**config.mk**
```make
export PLATFORM = sky130hd
export DESIGN_NAME = muldiv_iter
export DESIGN_NICKNAME = d
export VERILOG_FILES = /design/src/rtl/muldiv_pkg.sv /design/src/rtl/muldiv_sign_fix.sv /design/src/rtl/muldiv_iter.sv
export SDC_FILE = /design/constraint.sdc
export NUM_CORES = 1
export LEC_CHECK = 0
export CAP_MARGIN = 20
export CELL_PAD_IN_SITES_DETAIL_PLACEMENT = 1
export CELL_PAD_IN_SITES_GLOBAL_PLACEMENT = 1
export CORE_ASPECT_RATIO = 0.5
export CORE_MARGIN = 2
export CORE_UTILIZATION = 40
export DETAILED_ROUTE_END_ITERATION = 16
export GPL_ROUTABILITY_DRIVEN = 0
export PLACE_DENSITY_LB_ADDON = 0.1
export SYNTH_ARGS = -nofsm -noshare
export SYNTH_HDL_FRONTEND = slang
export SYNTH_SLANG_ARGS = --single-unit
export TNS_END_PERCENT = 10
```
**constraint.sdc**
```tcl
create_clock -name clk -period 3 [get_ports clk]
set_clock_uncertainty 0.2 [all_clocks]
set_input_delay 0.3 -clock clk [delete_from_list [all_inputs] [get_ports clk]]
set_output_delay 0.3 -clock clk [all_outputs]
set_load 0.01 [all_outputs]
```
**src/rtl/muldiv_pkg.sv**
```systemverilog
// Shared types and sizing for the iterative MIPS multiply/divide engine.
package muldiv_pkg;

  typedef enum logic [1:0] {
    OP_MULT  = 2'b00,
    OP_MULTU = 2'b01,
    OP_DIV   = 2'b10,
    OP_DIVU  = 2'b11
  } op_e;

  typedef enum logic [1:0] {
    S_IDLE,
    S_RUN,
    S_FIX,
    S_DONE
  } state_e;

  localparam int MD_WIDTH = 32;
  localparam int CNT_W    = $clog2(MD_WIDTH);

endpackage

```
**src/rtl/muldiv_sign_fix.sv**
```systemverilog
// Sign/magnitude pre-conditioning of rs/rt operands and post-negation of the
// unsigned HI/LO result. Purely combinational.
module muldiv_sign_fix
  import muldiv_pkg::*;
#(
  parameter int WIDTH = MD_WIDTH
) (
  input  logic             i_signed,
  input  logic [WIDTH-1:0] i_a,
  input  logic [WIDTH-1:0] i_b,
  output logic [WIDTH-1:0] o_mag_a,
  output logic [WIDTH-1:0] o_mag_b,
  output logic             o_sign_a,
  output logic             o_sign_b,
  input  logic             i_is_mul,
  input  logic             i_neg_lo,
  input  logic             i_neg_hi,
  input  logic [WIDTH-1:0] i_hi,
  input  logic [WIDTH-1:0] i_lo,
  output logic [WIDTH-1:0] o_hi,
  output logic [WIDTH-1:0] o_lo
);

  always_comb begin
    o_sign_a = i_signed & i_a[WIDTH-1];
    o_sign_b = i_signed & i_b[WIDTH-1];
    o_mag_a  = o_sign_a ? -i_a : i_a;
    o_mag_b  = o_sign_b ? -i_b : i_b;
  end

  // Multiply negates the full double-width product; divide negates quotient
  // and remainder independently.
  always_comb begin
    o_hi = i_hi;
    o_lo = i_lo;
    if (i_is_mul) begin
      if (i_neg_lo) {o_hi, o_lo} = -{i_hi, i_lo};
    end else begin
      if (i_neg_lo) o_lo = -i_lo;
      if (i_neg_hi) o_hi = -i_hi;
    end
  end

endmodule

```
**src/rtl/muldiv_iter.sv**
```systemverilog
// Iterative MULT/MULTU/DIV/DIVU engine feeding the HI/LO register stage.
// Optional MULDIV_EARLY_OUT_EN skips the iteration for zero operands.
//
// state  | meaning
// S_IDLE | waiting for start; operands latched on acceptance
// S_RUN  | WIDTH shift-add / restoring-divide steps
// S_FIX  | sign correction, hi_out/lo_out written
// S_DONE | done pulse, back to idle
module muldiv_iter
  import muldiv_pkg::*;
#(
  parameter int WIDTH = MD_WIDTH
) (
  input  logic             clk,
  input  logic             reset,
  input  logic             start,
  input  logic             flush,
  input  logic [1:0]       op,
  input  logic [WIDTH-1:0] in_1,
  input  logic [WIDTH-1:0] in_2,
  output logic             busy,
  output logic             done,
  output logic [WIDTH-1:0] hi_out,
  output logic [WIDTH-1:0] lo_out
);

  state_e           r_state, w_next;
  op_e              r_op;
  logic [CNT_W-1:0] r_cnt;
  logic [WIDTH-1:0] r_hi, r_lo, r_opnd, r_hi_out, r_lo_out;
  logic             r_sign1, r_sign2, r_dz;

  logic [WIDTH-1:0] w_mag1, w_mag2, w_fix_hi, w_fix_lo;
  logic             w_s1, w_s2, w_in_div, w_r_div, w_accept, w_early, w_borrow;
  logic [WIDTH:0]   w_mul_sum, w_div_shift, w_div_diff;

  assign w_in_div = op[1];
  assign w_r_div  = (r_op == OP_DIV) || (r_op == OP_DIVU);
  assign w_accept = (r_state == S_IDLE) && start && !flush;

`ifdef MULDIV_EARLY_OUT_EN
  assign w_early = (in_2 == '0) || (!w_in_div && (in_1 == '0));
`else
  assign w_early = 1'b0;
`endif

  muldiv_sign_fix #(.WIDTH(WIDTH)) u_sign_fix (
    .i_signed (~op[0]),
    .i_a      (in_1),
    .i_b      (in_2),
    .o_mag_a  (w_mag1),
    .o_mag_b  (w_mag2),
    .o_sign_a (w_s1),
    .o_sign_b (w_s2),
    .i_is_mul (!w_r_div),
    .i_neg_lo (r_sign1 ^ r_sign2),
    .i_neg_hi (r_sign1),
    .i_hi     (r_hi),
    .i_lo     (r_lo),
    .o_hi     (w_fix_hi),
    .o_lo     (w_fix_lo)
  );

  assign w_mul_sum   = {1'b0, r_hi} + {1'b0, (r_lo[0] ? r_opnd : '0)};
  assign w_div_shift = {r_hi, r_lo[WIDTH-1]};
  assign w_div_diff  = w_div_shift - {1'b0, r_opnd};
  assign w_borrow    = w_div_diff[WIDTH];

  always_comb begin
    w_next = r_state;
    case (r_state)
      S_IDLE: if (w_accept) w_next = w_early ? S_FIX : S_RUN;
      S_RUN: begin
        if (flush) w_next = S_IDLE;
        else if (r_cnt == CNT_W'(WIDTH - 1)) w_next = S_FIX;
      end
      S_FIX:   w_next = flush ? S_IDLE : S_DONE;
      S_DONE:  w_next = S_IDLE;
      default: w_next = S_IDLE;
    endcase
  end

  always_ff @(posedge clk or negedge reset) begin
    if (!reset) begin
      r_state  <= S_IDLE;
      r_op     <= OP_MULT;
      r_cnt    <= '0;
      r_hi     <= '0;
      r_lo     <= '0;
      r_opnd   <= '0;
      r_sign1  <= 1'b0;
      r_sign2  <= 1'b0;
      r_dz     <= 1'b0;
      r_hi_out <= '0;
      r_lo_out <= '0;
    end else begin
      r_state <= w_next;
      case (r_state)
        S_IDLE: if (w_accept) begin
          r_op    <= op_e'(op);
          r_sign1 <= w_s1;
          r_sign2 <= w_s2;
          r_cnt   <= '0;
          r_dz    <= w_in_div && (in_2 == '0);
          // Early-out preloads the magnitude result the iteration would reach.
          if (w_early) begin
            r_hi <= w_in_div ? w_mag1 : '0;
            r_lo <= w_in_div ? '1 : '0;
          end else begin
            r_hi   <= '0;
            r_opnd <= w_in_div ? w_mag2 : w_mag1;
            r_lo   <= w_in_div ? w_mag1 : w_mag2;
          end
        end
        S_RUN: begin
          r_cnt <= r_cnt + CNT_W'(1);
          if (w_r_div) begin
            r_hi <= w_borrow ? w_div_shift[WIDTH-1:0] : w_div_diff[WIDTH-1:0];
            r_lo <= {r_lo[WIDTH-2:0], ~w_borrow};
          end else begin
            r_hi <= w_mul_sum[WIDTH:1];
            r_lo <= {w_mul_sum[0], r_lo[WIDTH-1:1]};
          end
        end
        S_FIX: if (!flush) begin
          r_hi_out <= w_fix_hi;
          r_lo_out <= r_dz ? '1 : w_fix_lo;
        end
        default: ;
      endcase
    end
  end

  assign busy   = (r_state != S_IDLE);
  assign done   = (r_state == S_DONE);
  assign hi_out = r_hi_out;
  assign lo_out = r_lo_out;

endmodule

```
Word level (Yosys, flattened, before mapping)
Index checks and enable logic that the tools add are counted.
{"block": "word_totals", "reg_bits": 172, "out_inout_bits": 66}
{"block": "op_classes", "n_reduce_logical": 13, "bitwise": 6, "mux": 26, "eq_ne": 8, "addsub": 8}
{"operator": "32-bit two-way mux", "n": 17}
{"operator": "32-bit negation", "n": 4}
{"operator": "32-bit one-hot mux with 2 select lines", "n": 2}
{"operator": "64-bit negation", "n": 1}
{"operator": "32-bit by 32-bit adder with 33-bit output", "n": 1}
{"operator": "33-bit by 32-bit subtractor with 33-bit output", "n": 1}
{"operator": "32-bit logical NOT", "n": 1}
{"operator": "5-bit one-hot mux with 2 select lines", "n": 1}
{"operator": "2-bit equality test, second input constant", "n": 4}
{"operator": "2-bit two-way mux", "n": 4}
{"operator": "2-bit one-hot mux with 4 select lines", "n": 1}
{"operator": "2-bit AND reduction", "n": 4}
{"operator": "5-bit by 1-bit adder with 5-bit output, second input constant", "n": 1}
{"operator": "5-bit equality test, second input constant", "n": 1}
{"operator": "5-bit two-way mux", "n": 1}
{"operator": "2-bit nonzero test", "n": 2}
{"operator": "1-bit logical AND", "n": 3}
{"operator": "3-bit != test, second input constant", "n": 1}
{"operator": "1-bit inverter", "n": 3}
{"operator": "1-bit AND", "n": 2}
{"operator": "2-bit by 1-bit equality test with 1-bit output, second input constant", "n": 1}
{"operator": "2-bit logical NOT", "n": 1}
{"operator": "2-bit != test, second input constant", "n": 1}
{"operator": "1-bit logical NOT", "n": 1}
{"operator": "other kinds (2)", "n": 2}

Depth between registers and ports, before layout
{"block": "depth", "depth_word": 6, "ltp_mapped": 14, "mapped_depth_nobuf": 13}

Cells and area by module
From an unflattened synthesis, not the netlist that was laid out.
{"block": "unflattened", "cells_unflattened": 1751, "area_unflattened_um2": 14606.5}
{"module": "muldiv_iter", "seq_area_each_um2": 4279.1, "area_each_um2": 11706.2, "cells_each": 1297, "instances": 1}
{"module": "muldiv_sign_fix", "seq_area_each_um2": 0.0, "area_each_um2": 2900.3, "cells_each": 454, "instances": 1}

Least setup slack after synthesis
Ideal clock, no wire load.
{"block": "synth_path", "kind": "register to register", "from": "register r_lo[31]", "to": "register r_hi[29]", "setup_ps": 110, "n_path_buf": 1, "t_arrival_ps": 3013, "stages_incl_launch_ff": 14, "setup_slack_ps": -323, "path_cell_list": "dfrtp_1 inv_1 ha_1 fa_1 nor2b_1 o31a_1 o21ai_0 a21bo_2 o2111ai_1 o211ai_1 xnor2_2 buf_2 nor3_1 o41ai_1"}
{"block": "synth_between", "elab_chain_cells": 4}
{"element": "start, declared", "line_no": "muldiv_iter.sv:30", "rtl": "logic [WIDTH-1:0] r_hi, r_lo, r_opnd, r_hi_out, r_lo_out;"}
{"element": "start signal, assigned", "line_no": "muldiv_iter.sv:108", "rtl": "r_lo <= w_in_div ? '1 : '0;"}
{"element": "start signal, assigned", "line_no": "muldiv_iter.sv:112", "rtl": "r_lo <= w_in_div ? w_mag1 : w_mag2;"}
{"element": "start signal, assigned", "line_no": "muldiv_iter.sv:119", "rtl": "r_lo <= {r_lo[WIDTH-2:0], ~w_borrow};"}
{"element": "33-bit by 32-bit subtractor with 33-bit output", "line_no": "muldiv_iter.sv:66", "rtl": "assign w_div_diff = w_div_shift - {1'b0, r_opnd};"}
{"element": "32-bit two-way mux", "line_no": "muldiv_iter.sv:118", "rtl": "r_hi <= w_borrow ? w_div_shift[WIDTH-1:0] : w_div_diff[WIDTH-1:0];"}
{"element": "32-bit two-way mux", "line_no": "muldiv_iter.sv:117", "rtl": "if (w_r_div) begin"}
{"element": "32-bit one-hot mux with 2 select lines", "line_no": "muldiv_iter.sv:98", "rtl": "case (r_state)"}
{"element": "end signal, assigned", "line_no": "muldiv_iter.sv:107", "rtl": "r_hi <= w_in_div ? w_mag1 : '0;"}
{"element": "end signal, assigned", "line_no": "muldiv_iter.sv:118"}
{"element": "end signal, assigned", "line_no": "muldiv_iter.sv:121", "rtl": "r_hi <= w_mul_sum[WIDTH:1];"}
{"element": "end, declared", "line_no": "muldiv_iter.sv:30"}
No other way between the ends.
A chain may end at the register's enable or synchronous reset.

Final worst setup path
{"block": "layout_path", "from": "register r_opnd[0]", "to": "register r_hi[1]"}
{"block": "layout_between", "elab_chain_cells": 4, "elab_cells_between_ends": 6}
{"element": "start, declared", "line_no": "muldiv_iter.sv:30"}
{"element": "start signal, assigned", "line_no": "muldiv_iter.sv:111", "rtl": "r_opnd <= w_in_div ? w_mag2 : w_mag1;"}
{"element": "33-bit by 32-bit subtractor with 33-bit output / 32-bit two-way mux (equally long branches)", "line_no": "muldiv_iter.sv:66, muldiv_iter.sv:64"}
{"element": "32-bit two-way mux / 32-bit by 32-bit adder with 33-bit output (equally long branches)", "line_no": "muldiv_iter.sv:118, muldiv_iter.sv:64"}
{"element": "32-bit two-way mux *", "line_no": "muldiv_iter.sv:117"}
{"element": "32-bit one-hot mux with 2 select lines *", "line_no": "muldiv_iter.sv:98"}
Every way passes the cells marked *; elsewhere a longest branch is shown, timed or not.

==> impl_metrics.py <==
metrics = {
    "final_layout": {
        "layout.cells.most_common": "buf_4",
        "final_nets": 2446,
        "stdcell_area_um2": 21000,
        "drive_gt1_share_pct": 28.5,
        "fillers": 4272,
        "instances_no_fill": 2801,
        "areaGrowthSynthToFinish_pct": 45.0,
        "diodes": 0,
        "final_cell_mix": "buf_4 (421), nor2_1 (181), nand2_1 (179)",
    },
    "sta": {
        "setup_viol": 49,
        "finalCritPeriodShare_pct": 117,
        "setup_ws_ns": -0.515,
        "hold_ws_ns": 0.212,
        "final.setup.tns_ns": -16.00,
        "fin_crit_ns": 3.51,
        "hold_viol_final": 0,
        "rsz0062_at_grt": "yes",
        "maxSlewViolCount": 0,
        "maxSlewHeadroom_pct": 29.1,
        "clock.fmax_mhz": 285,
        "worst_slew_pin_slew_ns": 1.06,
    },
    "critical_path": {
        "crit_type": "reg -> reg",
        "end_kind": "flip-flop",
        "rr_endpoint": "r_hi[1]",
        "cp_max_fo": 4,
        "arrival_ns": 3.65,
        "rrSetupSlack_ns": -0.51,
        "crit_chain": "ha_4 -> fa_2 -> nor2b_2 -> o31a_1 -> o21ai_2 -> a21bo_2 -> o2111ai_2 -> o211ai_1 -> xnor2_4 -> buf_6 -> buf_4 -> mux2i_1 -> a221o_1",
        "reg2reg_from": "r_opnd[0]",
        "crit_path_top_delay_cell": "dfrtp_1",
        "critPathMaxStageDelay_ns": 0.42,
        "path_delay_family": "compound AO/OA/AOI/OAI gates",
        "critPathBufInv": 2,
        "crit_required_ns": 3.14,
        "rr_worst_depth": 13,
        "crit_path_start_kind": "flip-flop",
    },
    "synthesis": {
        "synthAdderAreaFrac_pct": 6.33,
        "synthSimpleGateAreaFrac_pct": 18.8,
        "synth_xor_xnor_area_share_pct": 10.6,
        "synth_seq_cells": 171,
        "seq_area_frac_synth_pct": 29.6,
        "avgSynthCellArea_um2": 7.95,
        "synth-main-ff-cell": "dfrtp_1",
        "synth.distinct_cells": 75,
        "yosysWarnings": 0,
        "synth_nets": 1961,
        "async_flop_share_pct": 100,
        "syn_area_um2": 14500,
        "synth_compound_area_share_pct": 25.3,
        "synth-edff-count": 0,
        "synth_top_family_by_area": "compound AO/OA/AOI/OAI gates",
        "synth.area.mux_share_pct": 5.10,
        "postSynthCellCount": 1819,
    },
    "die": {
        "dieArea_um2": 37800,
        "core_area_um2": 35800,
        "die_x_um": 273,
        "chipHeight_um": 138,
        "io-pin-count": 136,
        "num_rows": 49,
        "initial_core_util_pct": 40.4,
    },
    "placement": {
        "dpl.cell_count": 2730,
        "place_hpwl_um": 49100,
        "port_buffers": 135,
        "dpl_cell_area_um2": 19200,
    },
    "pwr": {
        "power_density_nw_per_um2": 896,
        "ir_drop_mv": 0.444,
        "p_total_w": 0.0188,
        "power.leakage_nw": 9.34,
    },
    "clock_network": {
        "worstSkewPairLatency_ns": 0.47,
        "clock-sinks": 171,
        "cts_tree": "done",
        "root_buffer": "clkbuf_16",
        "clk_pin_slew_ns": 0.08,
        "cts_buffer_depth": 2,
        "cts_max_level": 4,
        "numCtsBuffers": 17,
    },
    "global_route": {
        "grt_max_degree": 91,
        "grt.total_usage_pct": 35.0,
        "grt_pass1_vias": 17700,
        "antenna_found_initial": 0,
        "grt_overflow_total": 0,
        "grt_pass1_wl_um": 103000,
    },
    "worst_hold_path": {
        "hp-class": "in -> async",
    },
    "routing": {
        "avgRoutedWirePerCell_um": 24.0,
        "via_per_inst": 6.00,
        "firstDrtPassIters": 7,
        "wl_um": 67300,
        "ant_nets": 0,
        "num_vias": 16800,
        "drt_iter0_drc": 1472,
        "drc": 0,
    },
    "outcome": {
        "violations": "setup timing",
        "status": "finished, violations left",
    },
    "job": {
        "maxCapViolCount": 0,
    },
}
state kept, by name (all words and copies together) (netlist names):
name and cells:
r_sign2 1, lo_out 32, r_opnd 32, r_op 1
r_cnt 5, r_hi 32, r_sign1 1, r_dz 1
r_state 2, hi_out 32, r_lo 32
synth_stat cells, types with 11 or more instances:
cell type | n | share of area [%]
nor2_1 | 191 | 5.0
nand2_1 | 185 | 4.8
dfrtp_1 | 171 | 30
a21oi_1 | 170 | 5.9
o21ai_0 | 161 | 5.6
clkbuf_1 | 96 | 2.5
xnor2_1 | 90 | 5.4
xor2_1 | 83 | 5.0
ha_1 | 70 | 6.1
mux2i_1 | 67 | 4.6
inv_1 | 58 | 1.5
nor3_1 | 43 | 1.5
a211oi_1 | 41 | 2.1
a21o_1 | 39 | 2.0
a31oi_1 | 25 | 1.1
o31ai_1 | 25 | 1.3
nand3_1 | 23 | 0.80
a22oi_1 | 18 | 0.93
nor2b_1 | 16 | 0.69
o211ai_1 | 16 | 0.83
nand2b_1 | 15 | 0.65
nor4_1 | 14 | 0.61
or3_1 | 13 | 0.56
and3_1 | 11 | 0.48
layer usage:
layer	part of all wire [%]	up-vias	GRT usage (%)
li1	-	7511	-
met1	42	8427	46.6
met2	47	709	57.3
met3	7.1	164	5.26
met5	0	-	0
met4	3.8	0	13.3
where the power goes:
group	switching [W]	total, W	internal (W)
clock network	0.00121	0.00234	0.00113
registers	0.000485	0.00333	0.00285
logic	0.00713	0.0131	0.00599
area by class of cell:
cell class                 count  area [um^2]  share of cell area (%)
sequential                   171         4280                    20.4
multi-input combinational   1481        10500                    49.9
tap                          484          606                    2.89
inverter                      58          223                    1.06
clock buffer                  17          425                    2.03
timing repair buffer         575         4790                    22.9
clock inverter                15          181                   0.865
worst max-delay path by stage:
stage | startpoint | end | cells past startpoint
after floorplan | r_lo[0] | r_hi[29] | 13
after global placement | r_opnd[0] | r_hi[31] | 14
after detailed placement | r_opnd[0] | r_hi[31] | 14
after CTS | r_lo[15] | hi_out[31] | 12
after global routing | r_lo[31] | r_hi[1] | 14
final | r_opnd[0] | r_hi[1] | 13
kinds of logic after synthesis:
family | after synthesis
AO/OA/AOI/OAI | 588
XOR/XNOR | 174
adder cells (fa/ha/maj) | 72
buffers and inverters | 167
flip-flops | 171
multiplexers | 73
AND/OR/NAND/NOR | 574
metrics by stage:
step	util [%]	worst slack, ns
2_1_floorplan	-	-0.122
3_3_place_gp	53.5	-0.680
3_5_place_dp	53.5	-0.751
4_1_cts	57.5	-0.285
5_1_grt	58.6	-0.584
6_report	58.6	-0.515
repair_timing:
item / 4_1_cts / 5_1_grt
endpoints found under the hold margin: 62 / 0
pin swaps: 53 / 33
resized for setup: 110 / 95
buffers inserted: 33 / 7
cloned: 2 / 0
hold buffers: 1 / 0
setup endpoints to repair: 75 / 99
Note: power is estimated with default switching activity, not from simulation.
